### src/rtl/cpu_cmd_pkg.sv
// Command field layout shared by FETCH/WRITE, the command queue and DECODE.
// Packed order is {data, addr, opcode} with the opcode in the LSBs.
package cpu_cmd_pkg;

    localparam int CMD_DATA_W   = 14;
    localparam int CMD_ADDR_W   = 12;
    localparam int CMD_OPCODE_W = 4;
    localparam int CMD_W        = CMD_DATA_W + CMD_ADDR_W + CMD_OPCODE_W;

    localparam int CMD_OPCODE_LSB = 0;
    localparam int CMD_ADDR_LSB   = CMD_OPCODE_LSB + CMD_OPCODE_W;
    localparam int CMD_DATA_LSB   = CMD_ADDR_LSB + CMD_ADDR_W;

    typedef struct packed {
        logic [CMD_DATA_W-1:0]   data;
        logic [CMD_ADDR_W-1:0]   addr;
        logic [CMD_OPCODE_W-1:0] opcode;
    } cmd_t;

endpackage

### src/rtl/cmd_queue_ptr.sv
// Queue pointer with wrap bit: increments on inc, loads load_val on load.
// Updates on the falling clock edge; load wins over inc; no backpressure of its own.
// Reset (async, active-low) returns the pointer to zero.
module cmd_queue_ptr #(
    parameter int W = 5
) (
    input  logic         clk,
    input  logic         reset,
    input  logic         inc,
    input  logic         load,
    input  logic [W-1:0] load_val,
    output logic [W-1:0] ptr
);

    logic [W-1:0] ptr_q;
    logic [W-1:0] ptr_d;

    always_comb begin
        ptr_d = ptr_q;
        if (load) begin
            ptr_d = load_val;
        end else if (inc) begin
            ptr_d = ptr_q + W'(1);
        end
    end

    always_ff @(negedge clk or negedge reset) begin
        if (!reset) begin
            ptr_q <= '0;
        end else begin
            ptr_q <= ptr_d;
        end
    end

    assign ptr = ptr_q;

endmodule

### src/rtl/command_queue.sv
// Command FIFO from FETCH/WRITE to DECODE with first-word-fall-through head.
// Latency: a word written at falling edge N is visible at the head from edge N.
// Backpressure: wr_ready = !full (no rd_ready path), rd_valid = !empty; flush wins.
module command_queue
    import cpu_cmd_pkg::*;
#(
    parameter int DATA_FIELD_W = CMD_DATA_W,
    parameter int ADDR_W       = CMD_ADDR_W,
    parameter int OPCODE_W     = CMD_OPCODE_W,
    parameter int DEPTH        = 16,
    parameter int AFULL_LVL    = DEPTH - 2,
    localparam int CMDW        = DATA_FIELD_W + ADDR_W + OPCODE_W,
    localparam int PTR_W       = $clog2(DEPTH)
) (
    input  logic                    clk,
    input  logic                    reset,
    input  logic                    wr_valid,
    input  logic [CMDW-1:0]         wr_cmd,
    output logic                    wr_ready,
    output logic                    rd_valid,
    input  logic                    rd_ready,
    output logic [DATA_FIELD_W-1:0] rd_data,
    output logic [ADDR_W-1:0]       rd_addr,
    output logic [OPCODE_W-1:0]     rd_opcode,
    input  logic                    flush,
    output logic [PTR_W:0]          count,
    output logic                    almost_full,
    output logic                    pause_WRITE,
    output logic                    pause_DECODE,
    output logic                    err,
    input  logic                    err_clr
);

    localparam int OPC_LSB  = 0;
    localparam int ADDR_LSB = OPCODE_W;
    localparam int DATA_LSB = OPCODE_W + ADDR_W;
    localparam logic [PTR_W:0] AFULL_CNT = (PTR_W + 1)'(AFULL_LVL);

    logic [CMDW-1:0] mem_q [DEPTH];
    logic [PTR_W:0]  wr_ptr;
    logic [PTR_W:0]  rd_ptr;
    logic [CMDW-1:0] head;
    logic            full;
    logic            empty;
    logic            wr_en;
    logic            rd_en;
    logic            err_q;
    logic            err_d;

    always_comb begin
        empty = (wr_ptr == rd_ptr);
        full  = (wr_ptr[PTR_W-1:0] == rd_ptr[PTR_W-1:0]) && (wr_ptr[PTR_W] != rd_ptr[PTR_W]);
        wr_en = wr_valid && !full && !flush;
        rd_en = rd_ready && !empty && !flush;
    end

    // Flush drops the same-cycle write and moves the read pointer onto the write pointer.
    cmd_queue_ptr #(.W(PTR_W + 1)) u_wr_ptr (
        .clk      (clk),
        .reset    (reset),
        .inc      (wr_en),
        .load     (1'b0),
        .load_val ('0),
        .ptr      (wr_ptr)
    );

    cmd_queue_ptr #(.W(PTR_W + 1)) u_rd_ptr (
        .clk      (clk),
        .reset    (reset),
        .inc      (rd_en),
        .load     (flush),
        .load_val (wr_ptr),
        .ptr      (rd_ptr)
    );

    always_ff @(negedge clk) begin
        if (wr_en) begin
            mem_q[wr_ptr[PTR_W-1:0]] <= wr_cmd;
        end
    end

    // err_clr outranks a new error; a flush cycle never flags one.
    always_comb begin
        err_d = err_q;
        if (err_clr) begin
            err_d = 1'b0;
        end else if (!flush && ((wr_valid && full) || (rd_ready && empty))) begin
            err_d = 1'b1;
        end
    end

    always_ff @(negedge clk or negedge reset) begin
        if (!reset) begin
            err_q <= 1'b0;
        end else begin
            err_q <= err_d;
        end
    end

    always_comb begin
        head      = mem_q[rd_ptr[PTR_W-1:0]];
        rd_data   = head[DATA_LSB +: DATA_FIELD_W];
        rd_addr   = head[ADDR_LSB +: ADDR_W];
        rd_opcode = head[OPC_LSB +: OPCODE_W];
    end

    assign count        = wr_ptr - rd_ptr;
    assign almost_full  = (count >= AFULL_CNT);
    assign wr_ready     = !full;
    assign rd_valid     = !empty;
    assign pause_WRITE  = full;
    assign pause_DECODE = empty;
    assign err          = err_q;

endmodule
### config.mk
export PLATFORM = sky130hd
export DESIGN_NAME = command_queue
export DESIGN_NICKNAME = d
export VERILOG_FILES = /design/src/rtl/cpu_cmd_pkg.sv /design/src/rtl/cmd_queue_ptr.sv /design/src/rtl/command_queue.sv
export SDC_FILE = /design/constraint.sdc
export NUM_CORES = 1
export LEC_CHECK = 0
export CORE_UTILIZATION = 50
export DETAILED_ROUTE_END_ITERATION = 7
export PLACE_DENSITY_LB_ADDON = 0.15
export SLEW_MARGIN = 20
export SYNTH_ARGS = -nofsm -noshare
export SYNTH_HDL_FRONTEND = slang
export SYNTH_SLANG_ARGS = --single-unit
### constraint.sdc
create_clock -name clk -period 7.25 [get_ports clk]
set_input_delay 1.8125 -clock clk [delete_from_list [all_inputs] [get_ports clk]]
set_output_delay 1.8125 -clock clk [all_outputs]
set_load 0.03 [all_outputs]
# Word-level counts from Yosys, hierarchy flattened
# Memory sizes are Yosys's and may differ from the RTL's.
# Cells that the tools add are included.
[word_totals]
register_bits = 11
ramBits = 480
out_inout_bits = 41
wordCells = 31
mem_count = 1
[mem_list]
columns = ["memory", "words", "word_bits", "rd", "rd_clocked_by_memory_dff", "write_ports", "line_no", "text"]
rows = [
  ["mem_q", 16, 30, 1, 0, 1, "command_queue.sv:39", "logic [CMDW-1:0] mem_q [DEPTH];"],
]
[op_classes]
n_addsub = 3
order_cmp = 1
eq_ne = 3
mux = 6
n_reduce_logical = 14
[ops]
columns = ["cell", "count"]
rows = [
  ["adder 5 x 1 -> 5 bit, second input constant", 2],
  ["two-way mux 5 bit", 2],
  ["logical AND 1 bit", 8],
  ["== test 5 bit", 1],
  [">= comparator 5 x 4 -> 1 bit, second input constant", 1],
  ["subtractor 5 bit", 1],
  ["== test 4 bit", 1],
  ["two-way mux 1 bit", 4],
  ["nonzero test 2 bit", 2],
  ["zero test 1 bit", 3],
  ["logical OR 1 bit", 1],
  ["inequality test 1 bit", 1],
]

# Longest topological paths before layout
# Gate-level depths: netlist of the first run.
[depth]
word_depth = 7
depth_mapped = 8

# Modules after synthesis
# From an unflattened synthesis of the first run, not the netlist that was laid out.
[hier_totals]
cells_unflattened = 842
area_unflattened_um2 = 19114.6
[by_module_without_submodules]
columns = ["mod", "n_inst", "cells_each", "area_each_um2"]
rows = [
  ["command_queue", 1, 794, 18616.6],
  ["cmd_queue_ptr", 2, 24, 249.0],
]

==> results by stage, run 1 <==
Synth:
- The number of warning messages in the yosys log is 0.
- In the post-synthesis netlist, the cell with the most instances is sky130_fd_sc_hd__edfxtp_1.
- After synthesis, the share of flip-flops with an asynchronous set or reset is 2.240%.
- Summed over all instances, the cell type with the most area after synthesis is sky130_fd_sc_hd__edfxtp_1.
- The most used flip-flop cell after synthesis is sky130_fd_sc_hd__edfxtp_1.
- The synthesized netlist contains 41 unique library cells.
- The synthesized netlist occupies a cell area of 0.01919 mm2.
- The synthesized design devotes to its leading area cell type 75.10% of total area.
- The number of nets in the synthesized netlist is 950.
- The sequential cell area fraction in the yosys report is 76.54%.
- Synthesis produced a netlist whose cell count is 904.
- Dividing the synthesized area by the synthesized cell count gives 21.23 um2.
- The number of register bits inferred by synthesis is 491.
- The number of enable flip-flop cells after synthesis is 480.
- Yosys attributes the largest share of cell area to sky130_fd_sc_hd__edfxtp_1 (75%), sky130_fd_sc_hd__mux4_2 (11%), sky130_fd_sc_hd__mux2i_1 (4.7%).
- In the synthesized netlist, the cells that appear most often are sky130_fd_sc_hd__edfxtp_1 (480), sky130_fd_sc_hd__mux2i_1 (90), sky130_fd_sc_hd__mux4_2 (90).

Finish:
- For this run, the post-layout net count is 1644.
- The number of filler instances in the final layout is 2444.
- The number of antenna cells inserted is 0.
- The layout cell share with drive strength beyond 1 is 27.80%.
- Compared with the post-synthesis result, the final layout area differs by 36.65%.

Clock network:
- At the later pin of the worst-skew pair, clock insertion delay measures 640 ps.
- The clock sink total is 491.
- The H-tree was split into 2 levels.
- The clock-pin slew of the registers on the worst-case setup and hold paths is 50 ps.
- The clock tree from TritonCTS is yes.
- The clock passes through at most 3 buffers.
- The cell sitting at the root of the clock tree is a sky130_fd_sc_hd__clkbuf_16.
- The TritonCTS buffer count is 51.

Floorplan:
- The floorplan step set the die height to 197.9 um.
- The I/O pin total is 77.
- The full die area is 0.03917 mm2.
- The die outline width is 197.9 um.
- The initial utilization of the core area, before any placement, comes to 50.83%.
- The number of rows created at floorplan is 71.
- The total area inside the core boundary comes to 0.03776 mm2.

STA:
- Setup slack on the critical path of the routed design comes to -737.2 ps.
- The count of final setup violators is 39.
- The final hold violation count is 0.
- The worst pin sits at a relative slew slack of 61.99%.
- Setup repair after global routing could not meet its margin everywhere.
- Between clock sinks in the finished design, the worst skew comes to 89.43 ps.
- The max-slew violation total from the final report is 0.
- For the final routed database, the setup TNS stands at -22910 ps.
- For the pin with the worst max-slew slack, the measured transition is 568.4 ps.

Global route:
- The number of antenna violations at the first check in global routing came to 0.
- The global-route wire length before repair is 69590 um.
- Entering global routing, the biggest net connects 30 pins.
- Global routing consumed, over all layers together, 24.46% of the routing resources.
- The via count of the first global-routing pass is 12830.
- The remaining global-route overflow is 0.

Worst setup path:
- The launching point of the worst reg2reg path is u_rd_ptr.ptr[2].
- STA puts the critical path data arrival time at 6170 ps.
- Across all register-to-register paths, the minimum setup slack is 4660 ps.
- The required time at the endpoint of the critical path is 5440 ps.
- The nature of the critical path endpoint is a primary output.
- The kind of start point of the critical path is a flip-flop.
- The kind of critical path is flip-flop to primary output.
- The critical path starts at u_rd_ptr.ptr[0].
- Of all nets on the critical path, the largest fanout is 8.

Drt:
- The routed design uses 2418 um of met3 wire.
- The routed metal-1 wire length is 19840 um.
- Summed over all nets, wire length on met2 after detailed routing comes to 23480 um.
- The number of nets with antenna violations after routing is 0.
- The number of detailed-routing iterations run before antenna repair is 5.
- The routed via count divided by cell count is 5.399.
- In the routed design, unresolved DRC markers number 0.
- The uppermost metal layer occupied by signal nets is met4.
- Wires add up to 46490 um.
- The number of violations reported at the end of detailed-routing iteration 0 is 731.
- The total vias in the final route is 11580.
- The average wire per standard cell is 21.68 um.

Pwr:
- The analysis attributes to net switching a power of 4.089 mW.
- The cell area power density is 441.7 mW/mm2.
- Power comes to 11.59 mW.
- The cell-internal power is 7.496 mW.
- In this run, flip-flops and latches consume 29.0% of the power.
- The analysis attributes to cell leakage a power of 10.86 nW.
- The worst-case IR drop observed on VDD is 0.2930 mV.
- The portion of total power attributed to combinational logic is 37.6%.
- The fraction of power spent switching nets is 35.30%.
- In this run, the clock network consumes 33.3% of the power.

Status:
- The run finished, with violations left.
- The final reports fail on negative setup slack.

Place:
- The final estimated routing congestion in global placement is 0.7447.
- Input and output buffers added on the ports amount to 76.
- The half-perimeter wire length after placement is 24490 um.

Worst hold path:
- The worst hold path begins at err.
- The min-delay analysis places its worst path in the category flip-flop to flip-flop.

Flow run:
- Max-cap violations in this run came to 0.
## cells in the final DEF (no fill, tap or decap), types with 31 or more instances in the layout
cell / n
sky130_fd_sc_hd__buf_12: 40
sky130_fd_sc_hd__buf_4: 93
sky130_fd_sc_hd__buf_6: 31
sky130_fd_sc_hd__clkbuf_16: 54
sky130_fd_sc_hd__clkdlybuf4s50_1: 36
sky130_fd_sc_hd__edfxtp_1: 480
sky130_fd_sc_hd__inv_1: 487
sky130_fd_sc_hd__mux2i_1: 85
sky130_fd_sc_hd__mux4_2: 90
sky130_fd_sc_hd__o21ai_2: 31
## cells by family (layout without fill, tap and decap cells)
kind of cell               count (synthesis)  after routing  share of synthesized area (%)
buffers and inverters                     62            791                          2.001
and+or+nand+nor                           38             38                          1.173
adders and majority gates                 10             10                         0.6911
DFF                                      491            491                          76.54
muxes                                    183            183                          15.43
AOI/OAI and AO/OA                        108            108                          3.579
xor gates and xnor gates                  12             12                         0.5868
## repair_timing
| item | CTS | global route |
|---|---|---|
| setup endpoints to repair | 39 | 39 |
| hold buffers | 0 | 0 |
| buffers inserted | 24 | 11 |
| cloned | 12 | 1 |
| pin swaps | 24 | 12 |
| resized for setup | 160 | 28 |
## final cells by class
cell class / count / area (um2) / area share [%]
Sequential cell: 491 / 14690 / 56.01
Multi-Input combinational cell: 351 / 4669 / 17.80
Timing Repair Buffer: 214 / 2579 / 9.833
Clock inverter: 514 / 2276 / 8.678
Clock buffer: 54 / 1330 / 5.071
Tap cell: 511 / 639.4 / 2.438
Inverter: 9 / 43.79 / 0.1670
## worst max-delay path: stages (launching register included)
cell	delay, ps
sky130_fd_sc_hd__dfrtn_1	470
sky130_fd_sc_hd__buf_12	160
sky130_fd_sc_hd__buf_12	150
sky130_fd_sc_hd__buf_12	130
sky130_fd_sc_hd__buf_16	140
sky130_fd_sc_hd__mux4_2	510
sky130_fd_sc_hd__mux2i_1	140
sky130_fd_sc_hd__o21ai_1	100
sky130_fd_sc_hd__buf_4	180
## sequential cells by signal, indices dropped and copies added, names as in the netlist
name          cells
u_rd_ptr.ptr      5
err               1
mem_q           480
u_wr_ptr.ptr      5
## final timing paths
path / end / depth (start not counted)
worst max register to register: mem_q[10][14] / 8
min in group asynchronous: u_rd_ptr.ptr[1] / 1
max in group asynchronous: u_wr_ptr.ptr[2] / 1
worst max-delay path: rd_opcode[1] / 8
worst min register to register: err / 2
worst min-delay path: err / 2
## through the flow
step                util, %  hold slack, ps  setup slack (ps)  area (um2)  std cells
CTS                   69.19           453.5            -754.2       26120       2138
global route          69.46           532.7            -810.7       26230       2144
global placement      57.09           445.9            -492.8       21550       1536
detailed placement    57.09           452.1            -517.3       21550       1536
floorplan                 -           475.9            -151.0       19490        904
finish                69.46           453.0            -737.2       26230       2144
## power by group through the flow
stage | Combinational, mW | Sequential (mW) | Clock [mW]
after global placement | 3.53 | 3.39 | 0.392
after global routing | 4.58 | 3.37 | 4.25
after floorplan | 2.34 | 3.39 | 0.392
after CTS | 4.31 | 3.36 | 3.94
final | 4.36 | 3.36 | 3.86
after detailed placement | 3.56 | 3.40 | 0.392
## routing by layer
layer	up-vias	global-route usage, %
met5	-	0
met4	0	11.92
met3	59	6.915
met2	363	39.19
met1	5976	30.83
li1	5178	-
No activity file was read; power rests on OpenSTA's default activity.
==> run 2, diff against run 1 <==
Settings changed: CELL_PAD_IN_SITES_DETAIL_PLACEMENT set to 0, CELL_PAD_IN_SITES_GLOBAL_PLACEMENT set to 1.
==> results by stage, run 2 (synthesis results as in run 1) <==
Status:
- Result of the run: finished with violations (unchanged).
- Failing checks: negative setup slack (unchanged).

STA:
- The pin slew with the least headroom to its limit is 696.0 ps (was 568.4 ps).
- The remaining max-slew budget at the tightest pin came to 53.60% (was 61.99%).
- RSZ-0062 raised after global routing: yes (unchanged).
- The count of final setup violators is 39 (unchanged).
- The sum of negative setup slack is -23430 ps (was -22910 ps).
- The final hold violation count was 0 (unchanged).
- The max-slew violation total from the final report is 0 (unchanged).
- The minimum setup slack in the final design was -740.9 ps (was -737.2 ps).
- The setup clock skew after layout is 82.71 ps (was 89.43 ps).

Worst setup path:
- The required time at the endpoint of the critical path came to 5440 ps (about the same).
- The number of buffer and inverter stages on the critical path is 5 (unchanged).
- The largest fanout of any net on the critical path came to 7 (was 8).
- The longest individual stage delay on the worst path is 490 ps (was 510 ps).
- The kind of critical path is flip-flop to primary output (unchanged).
- The nature of the critical path endpoint is a primary output (unchanged).
- The kind of cell with the highest combined delay on the critical path is buffers and inverters (unchanged).
- The kind of start point of the critical path is a flip-flop (unchanged).
- The highest-delay cell along the critical path is sky130_fd_sc_hd__mux4_2 (unchanged).
- The data arrival time of the critical path is 6180 ps (was 6170 ps).
- Sequence of cells on the critical path: buf_8 -> buf_12 -> buf_8 -> buf_16 -> mux4_2 -> mux2i_1 -> o21ai_2 -> buf_12 (was buf_12 -> buf_12 -> buf_12 -> buf_16 -> mux4_2 -> mux2i_1 -> o21ai_1 -> buf_4).

Finish:
- The area added between synthesis and finish was 36.50% (was 36.65%).
- The number of flip-flops under the largest register name was 480 (unchanged).
- The most frequent standard cell in the layout excluding fill and tap cells is sky130_fd_sc_hd__inv_1 (unchanged).
- The number of antenna cells inserted came to 0 (unchanged).
- Highest-count cells in the layout ignoring fill and taps: sky130_fd_sc_hd__inv_1 (495), sky130_fd_sc_hd__edfxtp_1 (480), sky130_fd_sc_hd__buf_4 (108) (was sky130_fd_sc_hd__inv_1 (487), sky130_fd_sc_hd__edfxtp_1 (480), sky130_fd_sc_hd__buf_4 (93)).
- The final layout net count is 1658 (was 1644).
- The layout cell share with drive strength beyond 1 is 27.61% (was 27.80%).
- The post-route cell area is 0.02620 mm2 (was 0.02623 mm2).
- The utilization after layout is 69.39% (was 69.46%).
- The number of standard cells in the final layout excluding fillers is 2159 (was 2144).

Place:
- The placed instance count is 1531 (was 1536).
- The final estimated routing congestion in global placement came to 0.7396 (was 0.7447).
- The post-detailed-placement cell area came to 0.02158 mm2 (was 0.02155 mm2).
- The count of input and output buffers is 76 (unchanged).
- The half-perimeter wire length after placement is 23480 um (was 24490 um).
- The pre-CTS setup slack was -529.2 ps (was -517.3 ps).

Clock network:
- The clock tree root driver cell is sky130_fd_sc_hd__clkbuf_16 (unchanged).
- The TritonCTS buffer count is 52 (was 51).
- The clock-pin slew of the registers on the worst-case setup and hold paths was 50 ps (about the same).
- The clock sink total is 491 (unchanged).
- The insertion delay of the later-clocked pin in the worst-skew pair is 650 ps (was 640 ps).
- The CTS H-tree depth is 2 (unchanged).
- The clock tree from TritonCTS is yes (unchanged).
- The maximum number of buffers from clock root to sink is 3 (unchanged).
- The count of hold buffers inserted by post-cts repair came to 0 (unchanged).

Drt:
- The routed wire length came to 46630 um (was 46490 um).
- The number of nets with antenna violations after routing is 0 (unchanged).
- The number of detailed-routing iterations run before antenna repair is 4 (was 5).
- The total vias in the final route was 11490 (was 11580).
- The routed via count divided by cell count is 5.321 (was 5.399).
- The final routed DRC violation total is 0 (unchanged).
- The average wire per standard cell is 21.60 um (was 21.68 um).
- The number of violations reported at the end of detailed-routing iteration 0 came to 644 (was 731).

Floorplan:
- The total core area was 0.03776 mm2 (unchanged).
- The I/O pin total is 77 (unchanged).
- The die outline width is 197.9 um (unchanged).
- The die extent in y is 197.9 um (unchanged).
- The initial core utilization is 50.83% (unchanged).
- The full die area is 0.03917 mm2 (unchanged).
- The number of rows created at floorplan came to 71 (unchanged).

Flow run:
- The number of max-cap violations is 0 (unchanged).

Global route:
- The global-route wire length before repair is 69550 um (was 69590 um).
- The global-route total usage across every layer came to 24.66% (was 24.46%).
- The maximum number of pins on one net before global-route repair is 33 (was 30).
- The remaining global-route overflow is 0 (unchanged).
- The number of antenna violations at the first check in global routing is 0 (unchanged).
- The via count of the first global-routing pass is 12940 (was 12830).

Worst hold path:
- The path category of the worst min-delay check was flip-flop to flip-flop (unchanged).

Pwr:
- The worst voltage drop across the vdd grid came to 0.2840 mV (was 0.2930 mV).
- The static leakage power was 10.89 nW (was 10.86 nW).
- The cell area power density is 437.8 mW/mm2 (was 441.7 mW/mm2).
==> run 2: cell count changes in the layout (fill, tap and decap cells not counted), moves of 6 or more <==
cell | before | now
sky130_fd_sc_hd__buf_6 | 31 | 24
sky130_fd_sc_hd__a221oi_1 | 9 | 18
sky130_fd_sc_hd__buf_4 | 93 | 108
sky130_fd_sc_hd__inv_1 | 487 | 495
sky130_fd_sc_hd__bufinv_16 | 11 | 5
sky130_fd_sc_hd__a221oi_2 | 21 | 11
==> run 2: report_power, final <==
part           leakage [nW]  total (mW)  switching, mW  internal (mW)
Clock                  3.37        3.61           1.78           1.84
Sequential             4.46        3.37         0.0572           3.31
Combinational          3.06        4.49           2.26           2.23
==> run 2: per-stage QoR <==
stage / power [mW] / hold slack, ps
2_1_floorplan: 6.121 / 475.9
4_1_cts: 11.36 / 468.8
6_report: 11.47 / 459.2
3_3_place_gp: 7.418 / 448.6
3_5_place_dp: 7.435 / 465.8
5_1_grt: 12.12 / 510.5
==> run 2: routing by layer <==
metal  share of wire, %  track usage (%)  vias to the layer above
li1                   -                -                     5211
met1                 43            30.44                     5924
met2                 50            38.94                      293
met3                4.9            8.329                       60
met4                1.7            12.49                        0
met5                  0                0                        -
==> run 2: path summary, 6_finish.rpt <==
path                                  from              end  slack [ps]  cells after the start
max                        u_rd_ptr.ptr[0]       rd_addr[0]        -740                      8
min                                    err              err         460                      2
max reg2reg                u_rd_ptr.ptr[0]     mem_q[9][14]        4670                      8
min reg2reg                            err              err         460                      2
max in group asynchronous            reset  u_rd_ptr.ptr[2]        1770                      1
min in group asynchronous            reset              err        5100                      1
==> run 2: what timing repair did <==
| item | in CTS | in global routing |
|---|---|---|
| pin swaps | 9 | 7 |
| setup buffers | 26 | 21 |
| gates resized for setup | 131 | 30 |
| endpoints found under the setup margin | 39 | 39 |
| cloned | 8 | 5 |
==> run 2: worst min-delay path, stage by stage (launching register included) <==
cell and delay, ps:
sky130_fd_sc_hd__dfrtn_1 420, sky130_fd_sc_hd__a21oi_1 50, sky130_fd_sc_hd__nor2_1 70
==> run 2: area by class of cell <==
| class | instances | area, um2 |
|---|---|---|
| inverters | 9 | 46.29 |
| fillers | 2539 | 11560 |
| flip-flops and latches | 491 | 14690 |
| multi-input cells | 351 | 4628 |
| clock buffers | 52 | 1301 |
| repair buffers | 227 | 2758 |
| well taps | 511 | 639.4 |
| clock inverters | 518 | 2135 |
